File: src/rtl/fpu_ctrl_pkg.sv
// Shared types for the FPU issue/stall sequencer: state encoding, FPU op codes
// and the per-op fixed latency lookup.
package fpu_ctrl_pkg;

    typedef enum logic [1:0] {
        IDLE = 2'd0,
        EXEC = 2'd1,
        WB   = 2'd2
    } fpu_state_e;

    localparam logic [1:0] OP_FADD = 2'b00;
    localparam logic [1:0] OP_FSUB = 2'b01;
    localparam logic [1:0] OP_FMUL = 2'b10;
    localparam logic [1:0] OP_FDIV = 2'b11;

    localparam int CNT_W = 4;

    function automatic logic [CNT_W-1:0] op_latency(input logic [1:0] op,
                                                    input int lat_add,
                                                    input int lat_mul,
                                                    input int lat_div);
        logic [CNT_W-1:0] lat;
        case (op)
            OP_FMUL: lat = lat_mul[CNT_W-1:0];
            OP_FDIV: lat = lat_div[CNT_W-1:0];
            default: lat = lat_add[CNT_W-1:0];
        endcase
        return lat;
    endfunction

endpackage

File: src/rtl/fpu_lat_counter.sv
// Loadable 4-bit down-counter timing a fixed-latency FPU operation; at_one
// flags the last execute cycle. Decrement saturates at zero so it never wraps.
module fpu_lat_counter
    import fpu_ctrl_pkg::*;
(
    input  logic             clk,
    input  logic             reset,
    input  logic             load_i,
    input  logic [CNT_W-1:0] load_val_i,
    input  logic             dec_i,
    output logic             at_one
);

    logic [CNT_W-1:0] count_q, count_d;

    always_comb begin
        count_d = count_q;
        if (load_i) begin
            count_d = load_val_i;
        end else if (dec_i && (count_q != '0)) begin
            count_d = count_q - 1'b1;
        end
    end

    always_ff @(posedge clk or posedge reset) begin
        if (reset) begin
            count_q <= '0;
        end else begin
            count_q <= count_d;
        end
    end

    assign at_one = (count_q == CNT_W'(1));

endmodule

File: src/rtl/fpu_seq_ctrl.sv
// Multi-cycle FPU issue/stall sequencer: holds decode while the FPU runs, then
// performs a one-cycle register-file write. Macro FPU_EXT_DONE_EN switches the
// execute exit from fixed per-op latency to the FPU's fpuDone strobe.
module fpu_seq_ctrl
    import fpu_ctrl_pkg::*;
#(
    parameter int DATA_W  = 16,
    parameter int LAT_ADD = 2,
    parameter int LAT_MUL = 3,
    parameter int LAT_DIV = 8
) (
    input  logic              clk,
    input  logic              reset,
    input  logic              instrValid,
    input  logic              ALUorFPU,
    input  logic [1:0]        FPUOp,
    input  logic [2:0]        destReg,
    input  logic [DATA_W-1:0] fpuResult,
    input  logic              fpuDone,
    output logic              fpuStart,
    output logic [1:0]        fpuOpOut,
    output logic              stall,
    output logic              busy,
    output logic              fpuWrEn,
    output logic [2:0]        fpuWrAddr,
    output logic [DATA_W-1:0] fpuWrData
);

    fpu_state_e        state_q, state_d;
    logic              start_q;
    logic [1:0]        op_q;
    logic [2:0]        addr_q;
    logic [DATA_W-1:0] data_q;

    logic issue;
    logic issue_now;
    logic exec_done;
    logic capture;

    assign issue     = instrValid & ALUorFPU;
    assign issue_now = (state_q == IDLE) && issue;

`ifdef FPU_EXT_DONE_EN
    localparam int unused_lat = LAT_ADD + LAT_MUL + LAT_DIV;

    assign exec_done = fpuDone;
`else
    logic unused_done;
    logic at_one;

    assign unused_done = fpuDone;

    fpu_lat_counter u_lat_counter (
        .clk        (clk),
        .reset      (reset),
        .load_i     (issue_now),
        .load_val_i (op_latency(FPUOp, LAT_ADD, LAT_MUL, LAT_DIV)),
        .dec_i      (state_q == EXEC),
        .at_one     (at_one)
    );

    assign exec_done = at_one;
`endif

    assign capture = (state_q == EXEC) && exec_done;

    // WB ignores issue: the retiring instruction is still on the decode outputs.
    always_comb begin
        state_d = state_q;
        stall   = 1'b0;
        case (state_q)
            IDLE: begin
                if (issue) begin
                    state_d = EXEC;
                    stall   = 1'b1;
                end
            end
            EXEC: begin
                stall = 1'b1;
                if (exec_done) begin
                    state_d = WB;
                end
            end
            WB: begin
                state_d = IDLE;
            end
            default: begin
                state_d = IDLE;
            end
        endcase
    end

    always_ff @(posedge clk or posedge reset) begin
        if (reset) begin
            state_q <= IDLE;
            start_q <= 1'b0;
            op_q    <= '0;
            addr_q  <= '0;
            data_q  <= '0;
        end else begin
            state_q <= state_d;
            start_q <= issue_now;
            if (issue_now) begin
                op_q   <= FPUOp;
                addr_q <= destReg;
            end
            if (capture) begin
                data_q <= fpuResult;
            end
        end
    end

    assign fpuStart  = start_q;
    assign fpuOpOut  = op_q;
    assign busy      = (state_q != IDLE);
    assign fpuWrEn   = (state_q == WB);
    assign fpuWrAddr = addr_q;
    assign fpuWrData = data_q;

endmodule

File: config.mk
export PLATFORM = sky130hd
export DESIGN_NAME = fpu_seq_ctrl
export DESIGN_NICKNAME = d
export VERILOG_FILES = /design/src/rtl/fpu_ctrl_pkg.sv /design/src/rtl/fpu_lat_counter.sv /design/src/rtl/fpu_seq_ctrl.sv
export SDC_FILE = /design/constraint.sdc
export NUM_CORES = 1
export LEC_CHECK = 0
export CAP_MARGIN = 10
export CORE_MARGIN = 1.5
export CORE_UTILIZATION = 35
export CTS_CLUSTER_DIAMETER = 100
export DETAILED_ROUTE_END_ITERATION = 7
export MAX_ROUTING_LAYER = met4
export PLACE_DENSITY = 0.66
export RECOVER_POWER = 25
export SYNTH_ARGS = -nofsm -noshare
export SYNTH_HDL_FRONTEND = slang
export SYNTH_SLANG_ARGS = --single-unit
File: constraint.sdc
create_clock -name clk -period 3 [get_ports clk]
set_input_delay 0.9 -clock clk [delete_from_list [all_inputs] [get_ports clk]]
set_output_delay 0.9 -clock clk [all_outputs]
set_load 0.05 [all_outputs]
# Yosys cells after proc, flatten, opt, wreduce, memory -nomap -nowiden
# Cells that the tools add are included.
# totals
ff_bits	28
latch_bits	0
ram_bits	0
rom_bits	0
out_inout_bits	25
elab_cells	31
n_memories	0
# classes
addsub	1
mul	0
n_div	0
n_lt_le_gt_ge	0
eq_ne	7
shifts	0
n_mux	8
bitwise_logic	1
n_reduce_logical	8
# ops
cell	count
$mux 4	2
$pmux 4 s2	1
$eq 2x2->1 const B	3
$eq 4x1->1 const B	1
$mux 2	2
$ne 2x2->1 const B	2
$pmux 2 s2	1
$reduce_bool 2->1	2
$reduce_bool 4->1	1
$sub 4x1->4 const B	1
$logic_and 1x1->1	3
$eq 2x1->1 const B	1
$logic_not 2->1	1
$pmux 1 s2	1
$reduce_and 2->1	1
$and 1x1->1	1
$mux 1	1

# Logic depth before layout (Yosys ltp)
# Gate-level depths: netlist of run 1.
# logic_depth
ltp_word	4
ltp_mapped	5

# Modules after synthesis
# Synthesis of run 1 repeated with hierarchy kept, for this count alone.
# unflattened
cells_unflattened	93
area_unflattened_um2	1275.0
# by_module_without_submodules
module	n_inst	cells_per_inst	area_per_inst_um2
fpu_seq_ctrl	1	63	988.4
fpu_lat_counter	1	30	286.5

# Worst setup path after synthesis of run 1
# Ideal clock, no wire load.
# synth_timing
path_type	input to output
from	input port instrValid
to	output port stall
t_arrival_ns	1.612
path_slack_ns	0.488
stages	2
n_path_buf	0
cell_sequence	a21oi_1 nor2_1
# synth_between
elab_chain_cells	3
# synth_lines
item	line_no	source
start: declaration	fpu_seq_ctrl.sv:14	input logic instrValid,
$and 1x1->1	fpu_seq_ctrl.sv:40	assign issue = instrValid & ALUorFPU;
$mux 1	fpu_seq_ctrl.sv:73	if (issue) begin
$pmux 1 s2	fpu_seq_ctrl.sv:71	case (state_q)
end: declaration	fpu_seq_ctrl.sv:22	output logic stall,
# Every way passes these cells.

# Worst setup path in the final report of run 1
# Same ends and word-level chain as after synthesis.

==> metrics.md, run 1 <==
| Metric | Value |
|---|---|
| Antenna diodes | 0 |
| Mapped Avg Cell Area | 12.8 um^2 |
| Internal Power | 1260 uW |
| Core footprint | 3360 um^2 |
| Setup TNS Final | 0 ps |
| Clock-pin slew on the worst setup and hold paths | 140 ps |
| Worst Setup End Kind | output port |
| Synthesized net count | 126 |
| Comb pwr share | 0.600 |
| Layout cells sized above 1 | 0.127 |
| Via count | 884 |
| Placed cell area | 1800 um^2 |
| First-pass GRT wire length | 4270 um |
| Finished Cell Area | 1840 um^2 |
| Hold Crit Start | fpuWrAddr[2] |
| Reg area | 701 um^2 |
| Yosys warns | 0 |
| Register area share after synthesis | 0.562 |
| CTS tree | done |
| NumNets Final | 180 |
| Slew @ Worst Pin | 1460 ps |
| Root Driver | clkbuf_4 |
| #FFs+latches synth | 28 |
| Seq pwr share | 0.297 |
| FF-to-FF path depth | 3 |
| Row count | 21 |
| Sink Count | 28 |
| Setup WS pre-CTS | 278 ps |
| Fin. Hold Viols | 0 |
| Switching Share | 0.459 |
| Worst hold-check path type | reg2reg |
| DP HPWL | 1790 um |
| Clock H-tree levels | 1 |
| Syn Inst Count | 97 |
| Arr. time, crit path | 1810 ps |
| Clk_skew | 8.70 ps |
| Vias in the first global route | 991 |
| Die H | 62.7 um |
| IO buf count | 49 |
| Commonest cells after routing, fill and taps aside | 47 x clkdlybuf4s50_1, 28 x dfrtp_1, 16 x nand2_1 |
| Worst reg2reg startpoint | state_q[1] |
| Worst VDD drop | 591 uV |
| Final Wtd Congestion | 0.664 |
| RSZ-0062 raised after global routing | no |
| GRT overflow | 0 |
| DIE AREA | 3930 um^2 |
| Reg2reg setup slack | 880 ps |
| Wire per inst | 12.2 um |
| Starting DRT DRC Count | 29 |
| # Post-CTS Setup Buffers | 0 |
| Multi-input logic area | 498 um^2 |
| Via density | 4.51 |
| CP endpoint | stall |
| CTS-repair resized insts | 0 |
| Crit. Startpoint | instrValid |
| Synth unique cells | 30 |
| Die Wd | 62.7 um |
| Number of nets with antenna violations after routing | 0 |
| # DRC | 0 |
| Routed WL | 2400 um |
| Max FO, Critical Path | 2 |
| CP startpoint kind | primary input |
| Post-synth ARST share | 1.00 |
| Initial Utilization | 0.371 |
| Crit share post-route | 0.905 |
| Max-slew headroom | 0.0258 |
| Commonest non-fill, non-tap cell in the layout | clkdlybuf4s50_1 |
| Synthesized area | 1250 um^2 |
| Fin. max-slew vios | 0 |
| Main synth FF type | dfrtp_1 |
| FF-to-FF End | fpuWrData[0] |
| Initial antenna violation count | 0 |
| P_leak | 0.000830 uW |
| Hold_buf cts | 0 |
| Sw power | 1070 uW |
| Final setup fails | 0 |
| Cell count of the worst hold path | 2 |
| TritonCTS Buffers | 3 |
| Type of the worst setup path | in2out |
| WP data required | 2100 ps |
| Status | complete, no violations |
| Layout area overhead | 47.6% |
| Clk pwr share | 0.102 |
| Max Buffers Root-to-Sink | 2 |
| EDFF count, synth | 0 |
| Worst Slack Setup Final | 285 ps |
| DRT Pass-1 Iters | 4 |
| Tot GR Track Use | 0.138 |
| Largest net degree at the start of global routing | 29 |
| Pwr Density | 1270 nW/um^2 |
| Fin crit period | 2710 ps |
| Worst-Skew Late Latency | 320 ps |
| Filler cell count in the final layout | 333 |
| Ports | 51 |
| Highest clock rate | 368 MHz |
| Maxcap violations | 0 |
| Final core area utilization | 0.547 |
## Yosys cell counts (all sizes together), types with 2 or more instances
cell type | number | area [um^2]
nand2b | 2 | 12.5
ha | 3 | 37.5
nand2 | 16 | 60.1
nor2 | 2 | 7.51
nor3b | 2 | 20.0
mux2 | 16 | 214
inv | 5 | 18.8
o31a | 2 | 17.5
buf | 2 | 16.3
nor4 | 2 | 12.5
nand3 | 3 | 27.5
a21oi | 2 | 10.0
dfrtp | 28 | 701
## final cells by class
class | count | share of cell area
Clock buffer | 3 | 0.0122
Clock inverter | 1 | 0.0163
Inverter | 5 | 0.0102
Multi-Input combinational cell | 62 | 0.271
Sequential cell | 28 | 0.381
Tap cell | 46 | 0.0313
Timing Repair Buffer | 51 | 0.278
## cells by family (layout without fill, tap and decap cells)
group           count (synthesis)  in the layout  share of synthesized area
compound gates                  9              9                     0.0512
buf+inv                         7             60                     0.0281
mux                            17             17                      0.180
fa+ha+maj                       3              3                     0.0301
flops                          28             28                      0.562
simple gates                   33             33                      0.149
## flip-flops by register name (all words and copies together), names as in the netlist
signal and flops:
fpuStart 1, fpuWrData 16, fpuWrAddr 3, u_lat_counter.count_q 4, fpuOpOut 2, state_q 2
## per-stage QoR
step / cells / total power [uW] / hold WS [ps]
4_1_cts: 196 / 2370 / 502
3_3_place_gp: 192 / 2100 / 459
2_1_floorplan: 97 / 1670 / 473
6_report: 196 / 2340 / 497
3_5_place_dp: 192 / 2130 / 466
5_1_grt: 196 / 2470 / 524
## worst min-delay path by stage
stage,slack (ps),endpoint
finish,500,fpuWrAddr[2]
global route,520,fpuWrAddr[0]
CTS,500,fpuOpOut[0]
detailed placement,470,fpuWrAddr[2]
global placement,460,fpuOpOut[1]
floorplan,470,state_q[0]
## worst max-delay path, stage by stage
cell,delay (ps)
clkdlybuf4s50_1,480
a21oi_1,80
nor2_1,180
buf_12,170
## power groups by stage
| stage | Clock (uW) | Combinational [uW] | Sequential (uW) |
|---|---|---|---|
| detailed placement | 0 | 1430 | 701 |
| finish | 239 | 1400 | 695 |
| global route | 267 | 1470 | 727 |
| CTS | 250 | 1430 | 697 |
| global placement | 0 | 1410 | 693 |
| floorplan | 0 | 464 | 1200 |
## layer usage
layer | wire length [um] | part of all wire | GRT usage
met4 | 20 | 0.0083 | 0.0333
met3 | 150 | 0.063 | 0.0306
met1 | 1130 | 0.47 | 0.173
met5 | 0 | 0 | -
met2 | 1100 | 0.46 | 0.227
No activity file was read; power rests on OpenSTA's default activity.
==> inputs of run 2 (changes only) <==
Settings changed: CAP_MARGIN 10 to unset, GPL_TIMING_DRIVEN set to 0.
==> run 2 against run 1 <==
Largest power group unchanged. Flip-flop and latch count did not move. Core utilization fell by 2.3 points. Count of clock-buffer cells in the layout did not move. Clock skew barely moved. Via count rose by 2.9%. Die area did not move. Critical path type unchanged. Register-to-register slack improved by 140 ps. Routed wire length rose by 2.8%.
==> metrics.md, run 2 (synthesis gave the netlist of run 1 again) <==
| Metric | Value |
|---|---|
| Status | complete, no violations |
| Highest clock rate | 361 MHz (-2.0%) |
| Delay-heaviest family, CP | buffers and inverters |
| Max Buffers Root-to-Sink | 2 (unchanged) |
| Worst Setup End Kind | output port |
| Initial antenna violation count | 0 (unchanged) |
| Worst hold-check path type | reg2reg |
| Commonest non-fill, non-tap cell in the layout | clkdlybuf4s50_1 |
| Fin. max-slew vios | 0 (unchanged) |
| Reg area | 701 um^2 (unchanged) |
| Finished Cell Area | 1760 um^2 (-4.3%) |
| Max incr delay on CP | 490 ps (about the same) |
| Ports | 51 (unchanged) |
| Clk_skew | 8.71 ps (+0.0125 ps) |
| Root Driver | clkbuf_4 |
| Antenna diodes | 0 (unchanged) |
| CP bufs+invs | 2 (unchanged) |
| Max-slew headroom | 0.313 (+0.287) |
| Filler cell count in the final layout | 324 (-2.7%) |
| Clock H-tree levels | 1 (unchanged) |
| Die Wd | 62.7 um (unchanged) |
| IO buf count | 49 (unchanged) |
| First-pass GRT wire length | 4260 um (-0.16%) |
| Die H | 62.7 um (unchanged) |
| Core footprint | 3360 um^2 (unchanged) |
| P_leak | 0.000766 uW (-7.7%) |
| Layout cells sized above 1 | 0.0537 (-0.0730) |
| Initial Utilization | 0.371 (unchanged) |
| Worst VDD drop | 658 uV (+11%) |
| Type of the worst setup path | in2out |
| Max FO, Critical Path | 2 (unchanged) |
| Largest net degree at the start of global routing | 29 (unchanged) |
| Maxcap violations | 0 (unchanged) |
| Final setup fails | 0 (unchanged) |
| Multi-input logic area | 468 um^2 (-6.0%) |
| Fin crit period | 2770 ps (+54.0 ps) |
| CP max stage cell | clkdlybuf4s50_1 |
| Max reg flops | 16 (unchanged) |
| Worst-Skew Late Latency | 320 ps (about the same) |
| WP data required | 2100 ps (about the same) |
| Worst-path cell chain | clkdlybuf4s50_1 -> a21oi_1 -> nor2_1 -> clkbuf_2 |
| RSZ-0062 raised after global routing | no |
| CTS tree | done |
| Layout area overhead | 41.3% |
| Row count | 21 (unchanged) |
| Final Wtd Congestion | 0.669 (+0.84%) |
| Tot GR Track Use | 0.139 (+0.00177) |
| Vias in the first global route | 986 (-0.50%) |
| Overall Power | 2160 uW (-7.4%) |
| DRT Pass-1 Iters | 4 (unchanged) |
| NumNets Final | 180 (unchanged) |
| DP HPWL | 1890 um (+6.0%) |
| Commonest cells after routing, fill and taps aside | 48 x clkdlybuf4s50_1, 28 x dfrtp_1, 16 x nand2_1 |
| Crit share post-route | 0.923 (+0.0180) |
| TritonCTS Buffers | 3 (unchanged) |
| Arr. time, crit path | 1870 ps (+60 ps) |
| Placed cell area | 1790 um^2 (-0.49%) |
| Number of nets with antenna violations after routing | 0 (unchanged) |
| Slew @ Worst Pin | 1030 ps (-432 ps) |
| Sink Count | 28 (unchanged) |
| Clock-pin slew on the worst setup and hold paths | 140 ps (about the same) |
| Via density | 4.67 (+3.5%) |
| Fin. Hold Viols | 0 (unchanged) |
| Starting DRT DRC Count | 20 (-31%) |
| DIE AREA | 3930 um^2 (unchanged) |
| Via count | 910 (+2.9%) |
| # Post-CTS Setup Buffers | 0 (unchanged) |
| Wire per inst | 12.6 um (+3.3%) |
| GRT overflow | 0 (unchanged) |
| Hold_buf cts | 0 (unchanged) |
| CP startpoint kind | primary input |
| Routed WL | 2470 um (+2.8%) |
| # DRC | 0 (unchanged) |
| Pwr Density | 1230 nW/um^2 (-3.3%) |
[run 2: repair_timing]
action	4_1_cts	5_1_grt
setup endpoints to repair	1	1
gates cloned	0	0
resized for setup	2	1
[run 2: cell type report]
class	count	share of cell area
inverter	5	0.0107
tap	46	0.0327
multi-input combinational	62	0.266
timing repair buffer	49	0.276
buffer	2	0.00426
sequential	28	0.398
clock buffer	3	0.0128
[run 2: layer usage]
metal,share of wire,vias to the layer above,wire [um],track usage
li1,-,439,-,-
met2,0.47,31,1170,0.230
met4,0.0093,0,23,0.0583
met5,0,-,0,-
met1,0.47,438,1150,0.170
met3,0.049,2,120,0.0234
[run 2: power by group]
part	leakage (uW)	internal (uW)	switching (uW)
combinational	0.000418	488	834
sequential	0.000334	563	130
clock	0.0000138	47.0	101
total	0.000766	1100	1070
[run 2: final timing paths]
check                                         start                        to  slack (ps)  cells past startpoint
max                                        ALUorFPU                     stall         230                      4
min                                    fpuWrAddr[0]              fpuWrAddr[0]         500                      2
max reg2reg                u_lat_counter.count_q[1]             fpuWrData[10]        1020                      5
max in group asynchronous                     reset             fpuWrData[13]        1250                      2
min reg2reg                            fpuWrAddr[0]              fpuWrAddr[0]         500                      2
min in group asynchronous                     reset  u_lat_counter.count_q[0]        1120                      2
[run 2: stage by stage]
stage / instances / utilization / setup WS [ps] / hold slack [ps] / setup TNS (ps)
6_report: 195 / 0.523 / 231 / 497 / 0
5_1_grt: 195 / 0.523 / 172 / 535 / 0
4_1_cts: 195 / 0.540 / 14.2 / 504 / 0
3_5_place_dp: 192 / 0.533 / -282 / 470 / -282
3_3_place_gp: 192 / 0.533 / -252 / 460 / -252
2_1_floorplan: 97 / - / 488 / 473 / 0
[run 2: worst register-to-register path: cells and delay by family, from the launching register on]
family,cells,cell delay (ps)
buf+inv,2,570
flops,1,420
mux,1,390
simple gates,1,290
fa+ha+maj,1,210
==> inputs of run 3 (changes only) <==
Clock period 3 ns to 3.2 ns, I/O delays scaled along.
==> run 3 against run 2 <==
Worst setup slack got worse by 160 ps. Combinational power decreased by 6%. Design area increased by 0.21%. Worst hold slack unchanged. Flip-flop and latch count unchanged. Via count unchanged. Register-to-register slack improved by 200 ps. Clock skew unchanged. Cell count unchanged. Routed wire length decreased by 0.12%. Largest power group unchanged. Sequential power decreased by 6.2%. Die area unchanged.
==> metrics.md, run 3 (synthesis gave the netlist of run 1 again) <==
| Metric | Value |
|---|---|
| Status | complete, no violations |
| Vias in the first global route | 986 (unchanged) |
| WP data required | 2240 ps (+140 ps) |
| DIE AREA | 3930 um^2 (unchanged) |
| Initial antenna violation count | 0 (unchanged) |
| GRT overflow | 0 (unchanged) |
| Max FO, Critical Path | 2 (unchanged) |
| Final non-filler cell total | 195 (unchanged) |
| Pwr Density | 1150 nW/um^2 (-6.4%) |
| TritonCTS Buffers | 3 (unchanged) |
| Clk_skew | 8.71 ps (unchanged) |
| Max reg flops | 16 (unchanged) |
| Core footprint | 3360 um^2 (unchanged) |
| Ports | 51 (unchanged) |
| Fin crit period | 3130 ps |
| RSZ-0062 raised after global routing | no |
| First-pass GRT wire length | 4260 um (unchanged) |
| Crit share post-route | 0.977 |
| P_leak | 0.000766 uW (about the same) |
| Slew @ Worst Pin | 1030 ps (+0.0739 ps) |
| Hold_buf cts | 0 (unchanged) |
| Clock-pin slew on the worst setup and hold paths | 140 ps (about the same) |
| DP HPWL | 1890 um (unchanged) |
| Routed WL | 2460 um (-0.12%) |
| Root Driver | clkbuf_4 |
| DRT Pass-1 Iters | 4 (unchanged) |
| Maxcap violations | 0 (unchanged) |
| Row count | 21 (unchanged) |
| Overall Power | 2030 uW (-6.2%) |
| Initial Utilization | 0.371 (unchanged) |
| Antenna diodes | 0 (unchanged) |
| Final setup fails | 0 (unchanged) |
| Sink Count | 28 (unchanged) |
| # DRC | 0 (unchanged) |
| Layout area overhead | 41.6% |
| Via density | 4.67 (unchanged) |
| Largest net degree at the start of global routing | 29 (unchanged) |
| CP startpoint kind | primary input |
| Filler cell count in the final layout | 324 (unchanged) |
| Final core area utilization | 0.525 (+0.00112) |
| Die Wd | 62.7 um (unchanged) |
| Starting DRT DRC Count | 16 (-20%) |
| Wire per inst | 12.6 um (-0.12%) |
| CTS tree | done |
| Number of nets with antenna violations after routing | 0 (unchanged) |
| Max Buffers Root-to-Sink | 2 (unchanged) |
| Fin. max-slew vios | 0 (unchanged) |
| Clock H-tree levels | 1 (unchanged) |
| Reg2reg setup slack | 1220 ps (+200 ps) |
| Type of the worst setup path | in2out |
| Commonest cells after routing, fill and taps aside | 48 x clkdlybuf4s50_1, 28 x dfrtp_1, 16 x nand2_1 |
| Worst VDD drop | 617 uV (-6.2%) |
| Worst-Skew Late Latency | 320 ps (about the same) |
| Commonest non-fill, non-tap cell in the layout | clkdlybuf4s50_1 |
| Worst Setup End Kind | output port |
| Die H | 62.7 um (unchanged) |
| Max-slew headroom | 0.313 (about the same) |
| DP Cell Count | 192 (unchanged) |
| Final Wtd Congestion | 0.669 (unchanged) |
| Cell count of the worst hold path | 2 (unchanged) |
| Arr. time, crit path | 2170 ps (+300 ps) |
| Highest clock rate | 320 MHz |
| Worst hold-check path type | reg2reg |
| NumNets Final | 180 (unchanged) |
| Via count | 910 (unchanged) |
| FF-to-FF path depth | 5 (unchanged) |
| Layout cells sized above 1 | 0.0470 (-0.00671) |
| Fin. Hold Viols | 0 (unchanged) |
| Tot GR Track Use | 0.139 (unchanged) |
| IO buf count | 49 (unchanged) |
run 3: changes by cell type in the layout (fill, tap and decap cells not counted):
cell           previous run  this run
clkbuf_2                  1         0
dlygate4sd2_1             0         1
run 3: area by class of cell:
class	count	area (um^2)	area share
plain buffers	2	7.51	0.00426
clock buffers	3	22.5	0.0128
inverters	5	18.8	0.0106
multi-input cells	62	468	0.265
flip-flops and latches	28	701	0.397
well taps	46	57.6	0.0326
repair buffers	49	489	0.277
run 3: final timing paths:
path | start | to
min reg2reg | fpuWrAddr[0] | fpuWrAddr[0]
min | fpuWrAddr[0] | fpuWrAddr[0]
min in group asynchronous | reset | u_lat_counter.count_q[0]
max | ALUorFPU | stall
max in group asynchronous | reset | fpuWrData[13]
max reg2reg | u_lat_counter.count_q[1] | fpuWrData[10]
run 3: repair_timing:
| action | CTS | global route |
|---|---|---|
| setup buffers | 0 | 0 |
| endpoints found under the setup margin | 1 | 0 |
| hold endpoints to repair | 0 | 0 |
| resized for setup | 1 | 0 |
run 3: metal layers:
layer / share of wire / vias up / global-route usage
li1: - / 439 / -
met1: 0.47 / 438 / 0.170
met4: 0.0093 / 0 / 0.0583
met5: 0 / - / -
met3: 0.048 / 2 / 0.0234
met2: 0.48 / 31 / 0.230
run 3: metrics by stage:
stage                     setup slack (ps)  hold WS, ps  setup TNS (ps)  instance area, um^2
after global routing                  10.8          535               0                 1760
after CTS                             72.3          504               0                 1820
final                                 73.9          497               0                 1760
after floorplan                        568          473               0                 1250
after detailed placement              -202          470            -202                 1790
after global placement                -172          460            -172                 1790
run 3: critical path, cell delays in order:
cell and delay (ps):
clkdlybuf4s50_1 490, a21oi_1 90, nor2_1 100, dlygate4sd2_1 530
run 3: power by group:
| group | switching [uW] | leakage (uW) | internal (uW) |
|---|---|---|---|
| Combinational | 781 | 0.000418 | 459 |
| Sequential | 122 | 0.000334 | 528 |
| Clock | 94.7 | 0.0000138 | 44.0 |
